**src/rtl/payout_manager.sv**
```systemverilog
// Bankroll and payout controller: validates wagers, settles hands through a payout table,
// and runs a capped high-low double-up loop. All outputs are registered.
module payout_manager #(
    parameter int unsigned MW          = 16,
    parameter int unsigned START_MONEY = 1000,
    parameter int unsigned MAX_DOUBLE  = 5,
    parameter int unsigned RW          = 3
) (
    input  logic          clock,
    input  logic          reset_c,
    input  logic          bet_c,
    input  logic [MW-1:0] wager_o,
    input  logic          hand_valid_c,
    input  logic [3:0]    hand_r,
    input  logic          dbl_c,
    input  logic          collect_c,
    input  logic          hl_valid_c,
    input  logic [1:0]    highlow_r,
    output logic [MW-1:0] money_r,
    output logic [MW-1:0] pending_r,
    output logic [1:0]    state_r,
    output logic [RW-1:0] round_r,
    output logic          bet_ack_r,
    output logic          bet_err_r,
    output logic          broke_r
);

    localparam int unsigned PW = MW + 7;
    localparam int unsigned SW = MW + 1;

    typedef enum logic [1:0] {
        StIdle     = 2'b00,
        StWaitHand = 2'b01,
        StWin      = 2'b10,
        StDouble   = 2'b11
    } state_e;

    state_e        state_q, state_d;
    logic [MW-1:0] money_q, money_d;
    logic [MW-1:0] pending_q, pending_d;
    logic [MW-1:0] stake_q, stake_d;
    logic [RW-1:0] round_q, round_d;
    logic          ack_q, ack_d;
    logic          err_q, err_d;
    logic          broke_q, broke_d;

    logic [PW-1:0] prod_hand;
    logic [PW-1:0] prod_dbl;
    logic [SW-1:0] sum_money;

    function automatic logic [6:0] mult(input logic [3:0] rank);
        case (rank)
            4'b0010, 4'b0011: mult = 7'd1;
            4'b0100:          mult = 7'd2;
            4'b0101:          mult = 7'd4;
            4'b0110:          mult = 7'd5;
            4'b0111:          mult = 7'd10;
            4'b1000:          mult = 7'd15;
            4'b1001:          mult = 7'd50;
            4'b1010:          mult = 7'd100;
            default:          mult = 7'd0;
        endcase
    endfunction

    always_comb begin
        state_d   = state_q;
        money_d   = money_q;
        pending_d = pending_q;
        stake_d   = stake_q;
        round_d   = round_q;
        ack_d     = 1'b0;
        err_d     = 1'b0;

        prod_hand = PW'(stake_q) * PW'(mult(hand_r));
        prod_dbl  = PW'(pending_q) * PW'(2);
        sum_money = SW'(money_q) + SW'(pending_q);

        case (state_q)
            StIdle: begin
                if (bet_c) begin
                    if (wager_o != '0 && wager_o <= money_q) begin
                        money_d = money_q - wager_o;
                        stake_d = wager_o;
                        ack_d   = 1'b1;
                        state_d = StWaitHand;
                    end else begin
                        err_d = 1'b1;
                    end
                end
            end
            StWaitHand: begin
                if (hand_valid_c) begin
                    pending_d = (|prod_hand[PW-1:MW]) ? '1 : prod_hand[MW-1:0];
                    stake_d   = '0;
                    round_d   = '0;
                    state_d   = (pending_d == '0) ? StIdle : StWin;
                end
            end
            StWin: begin
                // Collect takes priority over a simultaneous double request.
                if (collect_c) begin
                    money_d   = sum_money[MW] ? '1 : sum_money[MW-1:0];
                    pending_d = '0;
                    round_d   = '0;
                    state_d   = StIdle;
                end else if (dbl_c && round_q < RW'(MAX_DOUBLE)) begin
                    state_d = StDouble;
                end
            end
            StDouble: begin
                if (hl_valid_c) begin
                    case (highlow_r)
                        2'b01: begin
                            pending_d = (|prod_dbl[PW-1:MW]) ? '1 : prod_dbl[MW-1:0];
                            round_d   = round_q + RW'(1);
                            state_d   = StWin;
                        end
                        2'b10: state_d = StWin;
                        2'b11: begin
                            pending_d = '0;
                            round_d   = '0;
                            state_d   = StIdle;
                        end
                        default: state_d = StDouble;
                    endcase
                end
            end
            default: state_d = StIdle;
        endcase

        broke_d = (state_d == StIdle) && (money_d == '0);
    end

    always_ff @(posedge clock) begin
        if (reset_c) begin
            state_q   <= StIdle;
            money_q   <= MW'(START_MONEY);
            pending_q <= '0;
            stake_q   <= '0;
            round_q   <= '0;
            ack_q     <= 1'b0;
            err_q     <= 1'b0;
            broke_q   <= (MW'(START_MONEY) == '0);
        end else begin
            state_q   <= state_d;
            money_q   <= money_d;
            pending_q <= pending_d;
            stake_q   <= stake_d;
            round_q   <= round_d;
            ack_q     <= ack_d;
            err_q     <= err_d;
            broke_q   <= broke_d;
        end
    end

    assign money_r   = money_q;
    assign pending_r = pending_q;
    assign state_r   = state_q;
    assign round_r   = round_q;
    assign bet_ack_r = ack_q;
    assign bet_err_r = err_q;
    assign broke_r   = broke_q;

endmodule

```
**config.mk**
```make
export PLATFORM = sky130hd
export DESIGN_NAME = payout_manager
export DESIGN_NICKNAME = d
export VERILOG_FILES = /design/src/rtl/payout_manager.sv
export SDC_FILE = /design/constraint.sdc
export NUM_CORES = 1
export LEC_CHECK = 0
export BUFFER_PORTS_ARGS = -buffer_cell sky130_fd_sc_hd__buf_2
export CORE_UTILIZATION = 54
export DETAILED_ROUTE_END_ITERATION = 8
export PLACE_DENSITY = 0.85
export SLEW_MARGIN = 5
export SYNTH_ARGS = -nofsm -noshare
export SYNTH_HDL_FRONTEND = slang
export SYNTH_SLANG_ARGS = --single-unit
```
**constraint.sdc**
```tcl
create_clock -name clock -period 10.6 [get_ports clock]
set_clock_uncertainty 0.05 [all_clocks]
set_input_delay 2.12 -clock clock [delete_from_list [all_inputs] [get_ports clock]]
set_output_delay 2.12 -clock clock [all_outputs]
set_load 0.005 [all_outputs]
```
# Yosys cells after proc, flatten, opt, wreduce, memory -nomap -nowiden
# Memories as Yosys holds them, arrays and structs flattened.
# Cells that the tools add are included.
# op_classes
n_addsub	3
mul	1
magnitude_cmp	2
eq_ne	12
mux	32
bitwise	2
reduce_logical	15
# ops
cell	n
two-way mux 16 bit	12
one-hot mux 16 bit (2 select lines)	3
one-hot mux 16 bit (3 select lines)	1
zero test 16 bit	2
multiplier 16 x 7 -> 23 bit	1
adder 16 x 16 -> 17 bit	1
<= comparator 16 bit	1
nonzero test 16 bit	1
subtractor 16 bit	1
two-way mux 2 bit	7
!= test 2 bit, second input constant	5
two-way mux 3 bit	3
one-hot mux 3 bit (3 select lines)	1
equality test 2 bit, second input constant	4
one-hot mux 2 bit (4 select lines)	1
OR reduction 7 bit	1
one-hot mux 3 bit (2 select lines)	1
AND reduction 5 bit	1
equality test 2 x 1 -> 1 bit, second input constant	2
zero test 2 bit	2
one-hot mux 2 bit (2 select lines)	1
AND reduction 4 bit	1
adder 3 x 1 -> 3 bit, second input constant	1
logical AND 1 bit	3
other kinds (8)	10
# totals
ff_bits	56
rom_bits	112
inputBits	29
out_inout_bits	40
word_cells	76
memories	1
# memory_table
memory	words	word_bits	read_ports	rd_ports_with_merged_regs	write_ports	line	rtl
(no name shown)	16	7	1	0	0	52	case (rank)

# Longest topological paths before layout
# Gate-level depths: netlist of the first run.
# An unclocked memory read counts as a cell.
# logic_depth
depth_word	10
ltp_mapped	25
ltp_nobuf	24

# Worst setup path after synthesis of the first run
# OpenSTA, ideal clock, no wires.
# synth_path
kind	in2reg
start	input port hand_r[0]
end	register broke_q, in the netlist broke_r
setup_time_ns	0.088
arrival_ns	7.759
t_required_ns	10.462
path_slack_ns	2.704
path_stages	24
n_path_buf	2
path_cell_list	inv_1 > ha_1 > nor3b_1 > a21oi_1 > clkbuf_1 > nor2b_1 > fa_1 > fa_1 > fa_1 > inv_1 > fa_1 > inv_1 > ha_1 > buf_6 > a41oi_2 > o221ai_2 > a41o_2 > a41o_1 > a21oi_2 > mux2i_1 > nor4_4 > nand3_2 > a2bb2oi_1 > nor4_2
# synth_between
elab_chain_cells	10
# synth_rtl
element	line	rtl
from (decl)	14	input logic [3:0] hand_r,
memory (16 x 7 bit) *	--	
multiplier 16 x 7 -> 23 bit *	74	prod_hand = PW'(stake_q) * PW'(mult(hand_r));
OR reduction 7 bit	93	pending_d = (|prod_hand[PW-1:MW]) ? '1 : prod_hand[MW-1:0];
two-way mux 16 bit *	93	
zero test 16 bit *	96	state_d = (pending_d == '0) ? StIdle : StWin;
two-way mux 2 bit *	96	
two-way mux 2 bit *	92	if (hand_valid_c) begin
one-hot mux 2 bit (4 select lines) *	78	case (state_q)
zero test 2 bit *	131	broke_d = (state_d == StIdle) && (money_d == '0);
logical AND 1 bit *	131	
to (signal assigned)	143	broke_q <= (MW'(START_MONEY) == '0);
to (signal assigned)	152	broke_q <= broke_d;
to (decl)	45	logic broke_q, broke_d;
# Mark *: on every way between the ends. The rest lies on a longest branch, timed or not.
# A chain may end at the register's enable or synchronous reset.

# Worst setup path after layout of the first run
# layout_path
start	input port hand_r[3]
end	register pending_q[4], in the netlist pending_r[4]
# layout_between
elab_chain_cells	6
# layout_rtl
element	line	rtl
memory (16 x 7 bit) *	--	
multiplier 16 x 7 -> 23 bit *	74	
OR reduction 7 bit	93	
two-way mux 16 bit *	93	
two-way mux 16 bit *	92	
one-hot mux 16 bit (3 select lines) *	78	
to (signal assigned)	147	pending_q <= pending_d;
to (decl)	40	logic [MW-1:0] pending_q, pending_d;
# Mark *: on every way between the ends. The rest lies on a longest branch, timed or not. The select of a mux whose other input is x is not followed.

==> impl_results.md, run 1 <==
- Met3 GRT Util: 5.128%
- Async SR Flop Fraction: 0%
- DRC violations left: 0
- Layout cells sized above 1: 11.48%
- Synth Warn #: 0
- Routed wire length: 22640 um
- # setup viols final: 0
- TritonCTS buffer count: 5
- Top-area cell type share of the netlist area: 17.68%
- Grt ovf: 0
- Crit path max fanout: 22
- 1st-pass router iterations: 5
- Post-synthesis sequential element count: 56
- Critical path data required time: 10700 ps
- CTS Root Buffer Type: clkbuf_16
- Initial antenna violation count: 0
- Slew @ Worst Pin: 1022 ps
- Slowest CP cell: o21ai_1
- P&R area growth vs syn: 7.643%
- Yosys top cell by area: fa_1
- Max VDD drop: 64.81 uV
- CP arrival: 8600 ps
- Vias in the first global route: 7066
- Wire length per cell: 18.68 um
- Startpoint Class: input pin
- Cells after Synth: 984
- Largest net degree at the start of global routing: 45
- Antenna-violating nets left: 0
- GRT met2 Usage: 47.15%
- HPWL Detailed: 17980 um
- Maximum clock rate: 117.6 MHz
- Post-cts repair resize count: 0
- Post-DP Area: 0.008484 mm2
- Post-Synthesis Cell Area: 0.008038 mm2
- Max Slew Vio Count: 0
- Buf/Inv on CP: 3
- Ys flop type: dfxtp_1
- Most common cell after layout, fill and taps aside: inv_1
- Most Frequent Cell on Critical Path: fa_1
- DR vias/cell: 6.297
- Die Span Y: 124 um
- Hold WC Path Type: reg2reg
- Leak: 4.372 nW
- Sum of negative setup slack: 0 ps
- Critical Path Sink Type: flip-flop
- Crit path time final: 8503 ps
- Core Util, Final: 59.53%
- Net Count, Synth: 1162
- Clock Sinks: 56
- Synth area leaders: fa_1 (18%), dfxtp_1 (14%), ha_1 (12%)
- H-tree level count: 2
- Cells along the critical path: buf_2 > nor2b_2 > nand2_1 > o21ai_1 > and2_1 > fa_1 > fa_1 > fa_1 > inv_1 > fa_1 > inv_1 > ha_1 > a21o_1 > a2111oi_0 > o21ai_1 > a31oi_1 > or4b_1 > nand4_1 > nor4_4 > nand2_2 > o21ai_0 > a211oi_1
- WHS: 457.2 ps
- RSZ-0062 raised after global routing: no
- Synthesized area per cell: 8.168 um2
- Clock latency on the worst-skew pair: 300 ps
- MaxCap Viol Count: 0
- CTS Hold Bufs: 0
- Power, Total: 484.9 uW
- Register area share after synthesis: 13.95%
- CTS Buffer Depth: 2
- Hold Vio Cnt, Final: 0
- Core Area: 0.01453 mm2
- Power per cell area: 56.04 mW/mm2
- CP Class: in2reg
- Gpl congestion: 0.9451
- Rows: 44
- Post-synth EDFFs: 0
- Die width: 124 um
- Busiest grt layer: met2
- Buffers on Ports: 68
- CTS tree: done
- Status: finished, final reports clean
- Post-CTS setup buffers: 0
- Io pins: 69
- First-pass GRT wire length: 36990 um
- Commonest cells after routing, fill and taps aside: inv_1 (105), ha_1 (78), fa_1 (71)
- Gr usage total: 31.18%
- Nets: 1205
- CP delay by family, top: adder cells
- Clock slew at reported path FFs: 80 ps
- Unique masters post-synth: 83
- Diode count: 0
- Vias post-DR: 7632
- Full die area: 0.01538 mm2
- Rel. slew slack: 31.44%
- Crit share post-route: 80.22%
- Layout Cell Area excl Fill: 0.008652 mm2
- Initial core utilization: 55.30%
- CP max stage delay: 570 ps
- Iteration-0 DRC Markers: 940
- Global Route met1 Usage: 46.37%
power by group:
group | switching [mW] | internal [mW]
Combinational | 0.0505 | 0.0270
Sequential | 0.00222 | 0.211
Clock | 0.0825 | 0.111
worst paths after layout:
path,start,to,slack [ps],cells after the start
max,hand_r[3],pending_r[4],2100,22
min,round_r[1],round_r[1],460,2
max reg2reg,stake_q[8],pending_r[4],4670,18
min reg2reg,round_r[1],round_r[1],460,2
synth_stat cells (25+ instances only):
| master | count |
|---|---|
| o21ai_0 | 38 |
| a21oi_1 | 67 |
| and3_1 | 46 |
| dfxtp_1 | 56 |
| fa_1 | 71 |
| clkbuf_1 | 32 |
| xnor2_1 | 25 |
| nor2_1 | 62 |
| and2_1 | 45 |
| nand2_1 | 67 |
| ha_1 | 78 |
| inv_1 | 105 |
per-layer routing:
layer	routed length [um]	vias to the layer above	share of wire (%)
li1	-	3554	-
met1	10190	3647	45
met2	9846	376	43
met3	2107	55	9.3
met4	497	0	2.2
met5	0	-	0
layout make-up:
cell class / instances / area, um2
Timing Repair Buffer: 76 / 400.4
Sequential cell: 56 / 1121
Tap cell: 184 / 230.2
Multi-Input combinational cell: 783 / 6339
Inverter: 105 / 394.1
Clock buffer: 5 / 125.1
Fill cell: 1295 / 5882
Clock inverter: 3 / 42.54
stage by stage:
stage	worst slack, ps	cells
after floorplan	2704	984
after global placement	2130	1204
after detailed placement	1888	1204
after CTS	2199	1212
after global routing	1584	1212
final	2097	1212
cell families after synthesis:
group | Yosys count | share of synthesized area [%]
buffers and inverters | 145 | 7.223
adder cells (fa/ha/maj) | 149 | 29.83
XOR/XNOR | 39 | 4.343
flip-flops | 56 | 13.95
AND/OR/NAND/NOR | 346 | 23.58
AO/OA/AOI/OAI | 244 | 20.44
multiplexers | 5 | 0.6382
state kept, by name, indices dropped and copies added, names as in the netlist:
name,cells
money_r,16
pending_r,16
stake_q,16
round_r,3
state_r,2
bet_ack_r,1
bet_err_r,1
broke_r,1
worst reg2reg max path, stage by stage (launching register included):
cell       delay, ps
dfxtp_1          550
and3_1           240
fa_1             470
fa_1             530
fa_1             550
inv_1             60
fa_1             530
inv_1             40
ha_1             390
a21o_1           220
a2111oi_0        460
o21ai_1          130
a31oi_1          270
xnor2_1          170
nand4_1          160
nor4_4           360
nand2_2          220
o21ai_0          280
a211oi_1         110
Power figures use the tool's default switching activity.
==> inputs of run 2 (changes only) <==
--- a/config.mk
+++ b/config.mk
@@ -5,6 +5,7 @@
 export SDC_FILE = /design/constraint.sdc
 export NUM_CORES = 1
 export LEC_CHECK = 0
+export ABC_AREA = 1
 export BUFFER_PORTS_ARGS = -buffer_cell sky130_fd_sc_hd__buf_2
 export CORE_UTILIZATION = 54
 export DETAILED_ROUTE_END_ITERATION = 8
==> constraint.sdc (replaced) <==
create_clock -name clock -period 8.51 [get_ports clock]
set_clock_uncertainty 0.05 [all_clocks]
set_input_delay 1.702 -clock clock [delete_from_list [all_inputs] [get_ports clock]]
set_output_delay 1.702 -clock clock [all_outputs]
set_load 0.005 [all_outputs]
==> run 2 against run 1 <==
  * Critical endpoint is now pending_r[2]
  * Global-route usage down 0.62 points
  * Highest routed layer unchanged
  * Die area is 11% higher
  * Largest cell class unchanged
  * First-iteration DRC count is 33% lower
==> impl_results.md, run 2 <==
- Status: finished, final reports clean
- Commonest cells after routing, fill and taps aside: nand2_1 (339), inv_1 (246), nor2_1 (175)
- First-pass GRT wire length: 40710 um (+10%)
- 1st-pass router iterations: 5 (unchanged)
- Die width: 130.5 um (+5.2%)
- Commonest cells post-synth: nand2_1 (339), inv_1 (246), nor2_1 (175)
- Layout cells sized above 1: 9.619% (-1.9 points)
- CTS Root Buffer Type: clkbuf_16
- Crit path time final: 7131 ps
- Rows: 46 (+4.5%)
- Initial core utilization: 55.69% (+0.38 points)
- P&R area growth vs syn: 7.007%
- DRC violations left: 0 (unchanged)
- Top-count cell post-synth: nand2_1
- CTS tree: done
- Most common cell after layout, fill and taps aside: nand2_1
- Sum of negative setup slack: 0 ps (unchanged)
- # setup viols final: 0 (unchanged)
- Vias post-DR: 9253 (+21%)
- Unique masters post-synth: 46 (-45%)
- Cells on Worst Hold Path: 2 (unchanged)
- Gpl congestion: 0.9429 (-0.23%)
- Nets: 1622 (+35%)
- Register area share after synthesis: 12.58% (-1.4 points)
- MaxCap Viol Count: 0 (unchanged)
- H-tree level count: 2 (unchanged)
- Clock Sinks: 56 (unchanged)
- Max VDD drop: 73.06 uV (+13%)
- Critical path data required time: 8650 ps (-2050 ps)
- Slew @ Worst Pin: 744.8 ps (-276.8 ps)
- Synthesized area per cell: 6.378 um2 (-22%)
- Max Slew Vio Count: 0 (unchanged)
- Full die area: 0.01702 mm2 (+11%)
- Power per cell area: 73.84 mW/mm2 (+32%)
- Initial antenna violation count: 0 (unchanged)
- Rel. slew slack: 50.29% (+19 points)
- Async SR Flop Fraction: 0% (unchanged)
- Worst r2r src: stake_q[9]
- Synth Warn #: 0 (unchanged)
- Maximum clock rate: 140.2 MHz
- CTS Hold Bufs: 0 (unchanged)
- Antenna-violating nets left: 0 (unchanged)
- CP arrival: 7270 ps (-1330 ps)
- Post-cts repair resize count: 0 (unchanged)
- Grt ovf: 0 (unchanged)
- Worst r2r dst: pending_r[2]
- Diode count: 0 (unchanged)
- Leak: 5.274 nW (+21%)
- Worst Reg-to-Reg Cells: 23 (+5)
- Vias in the first global route: 8836 (+25%)
- Net Count, Synth: 1575 (+36%)
- Wire length per cell: 15.07 um (-19%)
- Cells after Synth: 1397 (+42%)
- Clock latency on the worst-skew pair: 300 ps (about the same)
- CTS Buffer Depth: 2 (unchanged)
- Hold Path Sink: round_r[0]
- Power, Total: 704.0 uW (+45%)
- Yosys top cell by area: fa_1
- HPWL Detailed: 20650 um (+15%)
- DR vias/cell: 5.571 (-12%)
- Post-synth EDFFs: 0 (unchanged)
- Crit path max fanout: 14 (-36%)
- Ys flop type: dfxtp_1
- Clock slew at reported path FFs: 80 ps (about the same)
- Buffers on Ports: 68 (unchanged)
- Die Span Y: 130.5 um (+5.2%)
- Startpoint Class: input pin
- Post-synthesis sequential element count: 56 (unchanged)
- CP Class: in2reg
- Critical Path Sink Type: flip-flop
- Hold Vio Cnt, Final: 0 (unchanged)
- R2R Setup Slk: 3230 ps (-1440 ps)
- Io pins: 69 (unchanged)
- Largest net degree at the start of global routing: 33 (-27%)
- FILL cells: 1500 (+16%)
- Top-area cell type share of the netlist area: 15.95% (-1.7 points)
- Hold Startpoint: round_r[0]
- Gr usage total: 30.56% (-0.62 points)
- Synth area leaders: fa_1 (16%), nand2_1 (14%), dfxtp_1 (13%)
- Routed wire length: 25040 um (+11%)
- Hold WC Path Type: reg2reg
- Crit share post-route: 83.80%
- Iteration-0 DRC Markers: 632 (-33%)
- RSZ-0062 raised after global routing: no
- Post-CTS setup buffers: 0 (unchanged)
- Post-Synthesis Cell Area: 0.008910 mm2 (+11%)
- Core Area: 0.01600 mm2 (+10%)
- TritonCTS buffer count: 5 (unchanged)
run 2: cell types whose count changed in the layout (fill, tap and decap cells not counted), moves of 17 or more:
| cell | delta |
|---|---|
| nand2_1 | +272 |
| inv_1 | +141 |
| nor2_1 | +113 |
| nand3_1 | +66 |
| and3_1 | -45 |
| and2_1 | -41 |
| a21oi_1 | +38 |
| nand4_1 | +23 |
| nor4_1 | -21 |
| nor2b_1 | -20 |
| a21o_1 | -17 |
| xnor2_1 | -17 |
run 2: per-stage QoR:
stage	setup slack (ps)	utilization (%)	std cells	hold WS, ps	instance area, um2
2_1_floorplan	1867	-	1397	443.8	8910
3_3_place_gp	1310	58.67	1653	445.3	9388
3_5_place_dp	1212	58.67	1653	465.2	9388
4_1_cts	1508	59.59	1661	476.8	9534
5_1_grt	1081	59.59	1661	507.4	9534
6_report	1379	59.59	1661	480.1	9534
run 2: layer usage:
metal | wire length [um] | GRT usage [%]
met3 | 1654 | 3.094
met1 | 9986 | 35.45
met5 | 0 | 0
met2 | 12400 | 57.10
met4 | 999 | 12.98
run 2: worst max-delay path by stage:
stage	end	cells past startpoint	slack (ps)	start
after detailed placement	pending_r[2]	28	1210	hand_r[0]
final	pending_r[2]	26	1380	hand_r[1]
after floorplan	pending_r[3]	31	1870	hand_r[0]
after global placement	pending_r[2]	26	1310	hand_r[1]
after CTS	pending_r[2]	26	1510	hand_r[1]
after global routing	pending_r[2]	26	1080	hand_r[1]
run 2: layout make-up:
type                            instances  area (um2)  area share (%)
Timing Repair Buffer                   70       355.3           3.727
Clock inverter                          3       21.27          0.2231
Multi-Input combinational cell       1051        6664           69.90
Clock buffer                            5       125.1           1.312
Tap cell                              216       270.3           2.835
Inverter                              260       977.2           10.25
Sequential cell                        56        1121           11.76
run 2: critical path, stage by stage:
cell and delay (ps):
buf_2 130, inv_1 70, ha_1 300, inv_1 60
nor2_1 180, inv_1 270, nor2_1 230, fa_1 490
fa_1 520, fa_1 550, inv_1 60, fa_1 520
inv_1 40, ha_1 370, nand2_1 160, nor2_1 210
and2_1 210, nand4_1 190, nand4_1 150, nand2_1 60
nor2_1 100, nand2_1 100, nor2_4 170, inv_2 150
o21ai_0 200, a21oi_1 90
run 2: report_power, final:
part           switching [mW]  internal, mW
clock network           0.106         0.110
registers              0.0110         0.269
logic                   0.138        0.0693
total                   0.255         0.449
run 2: cell families (layout without fill, tap and decap cells):
family                     count (synthesis)  in the layout  synth area share (%)
and+or+nand+nor                          684            684                 33.30
adders and majority gates                149            149                 26.91
AOI/OAI and AO/OA                        201            201                 12.92
buffers and inverters                    290            338                 12.62
DFF                                       56             56                 12.58
xor gates and xnor gates                  17             17                 1.671
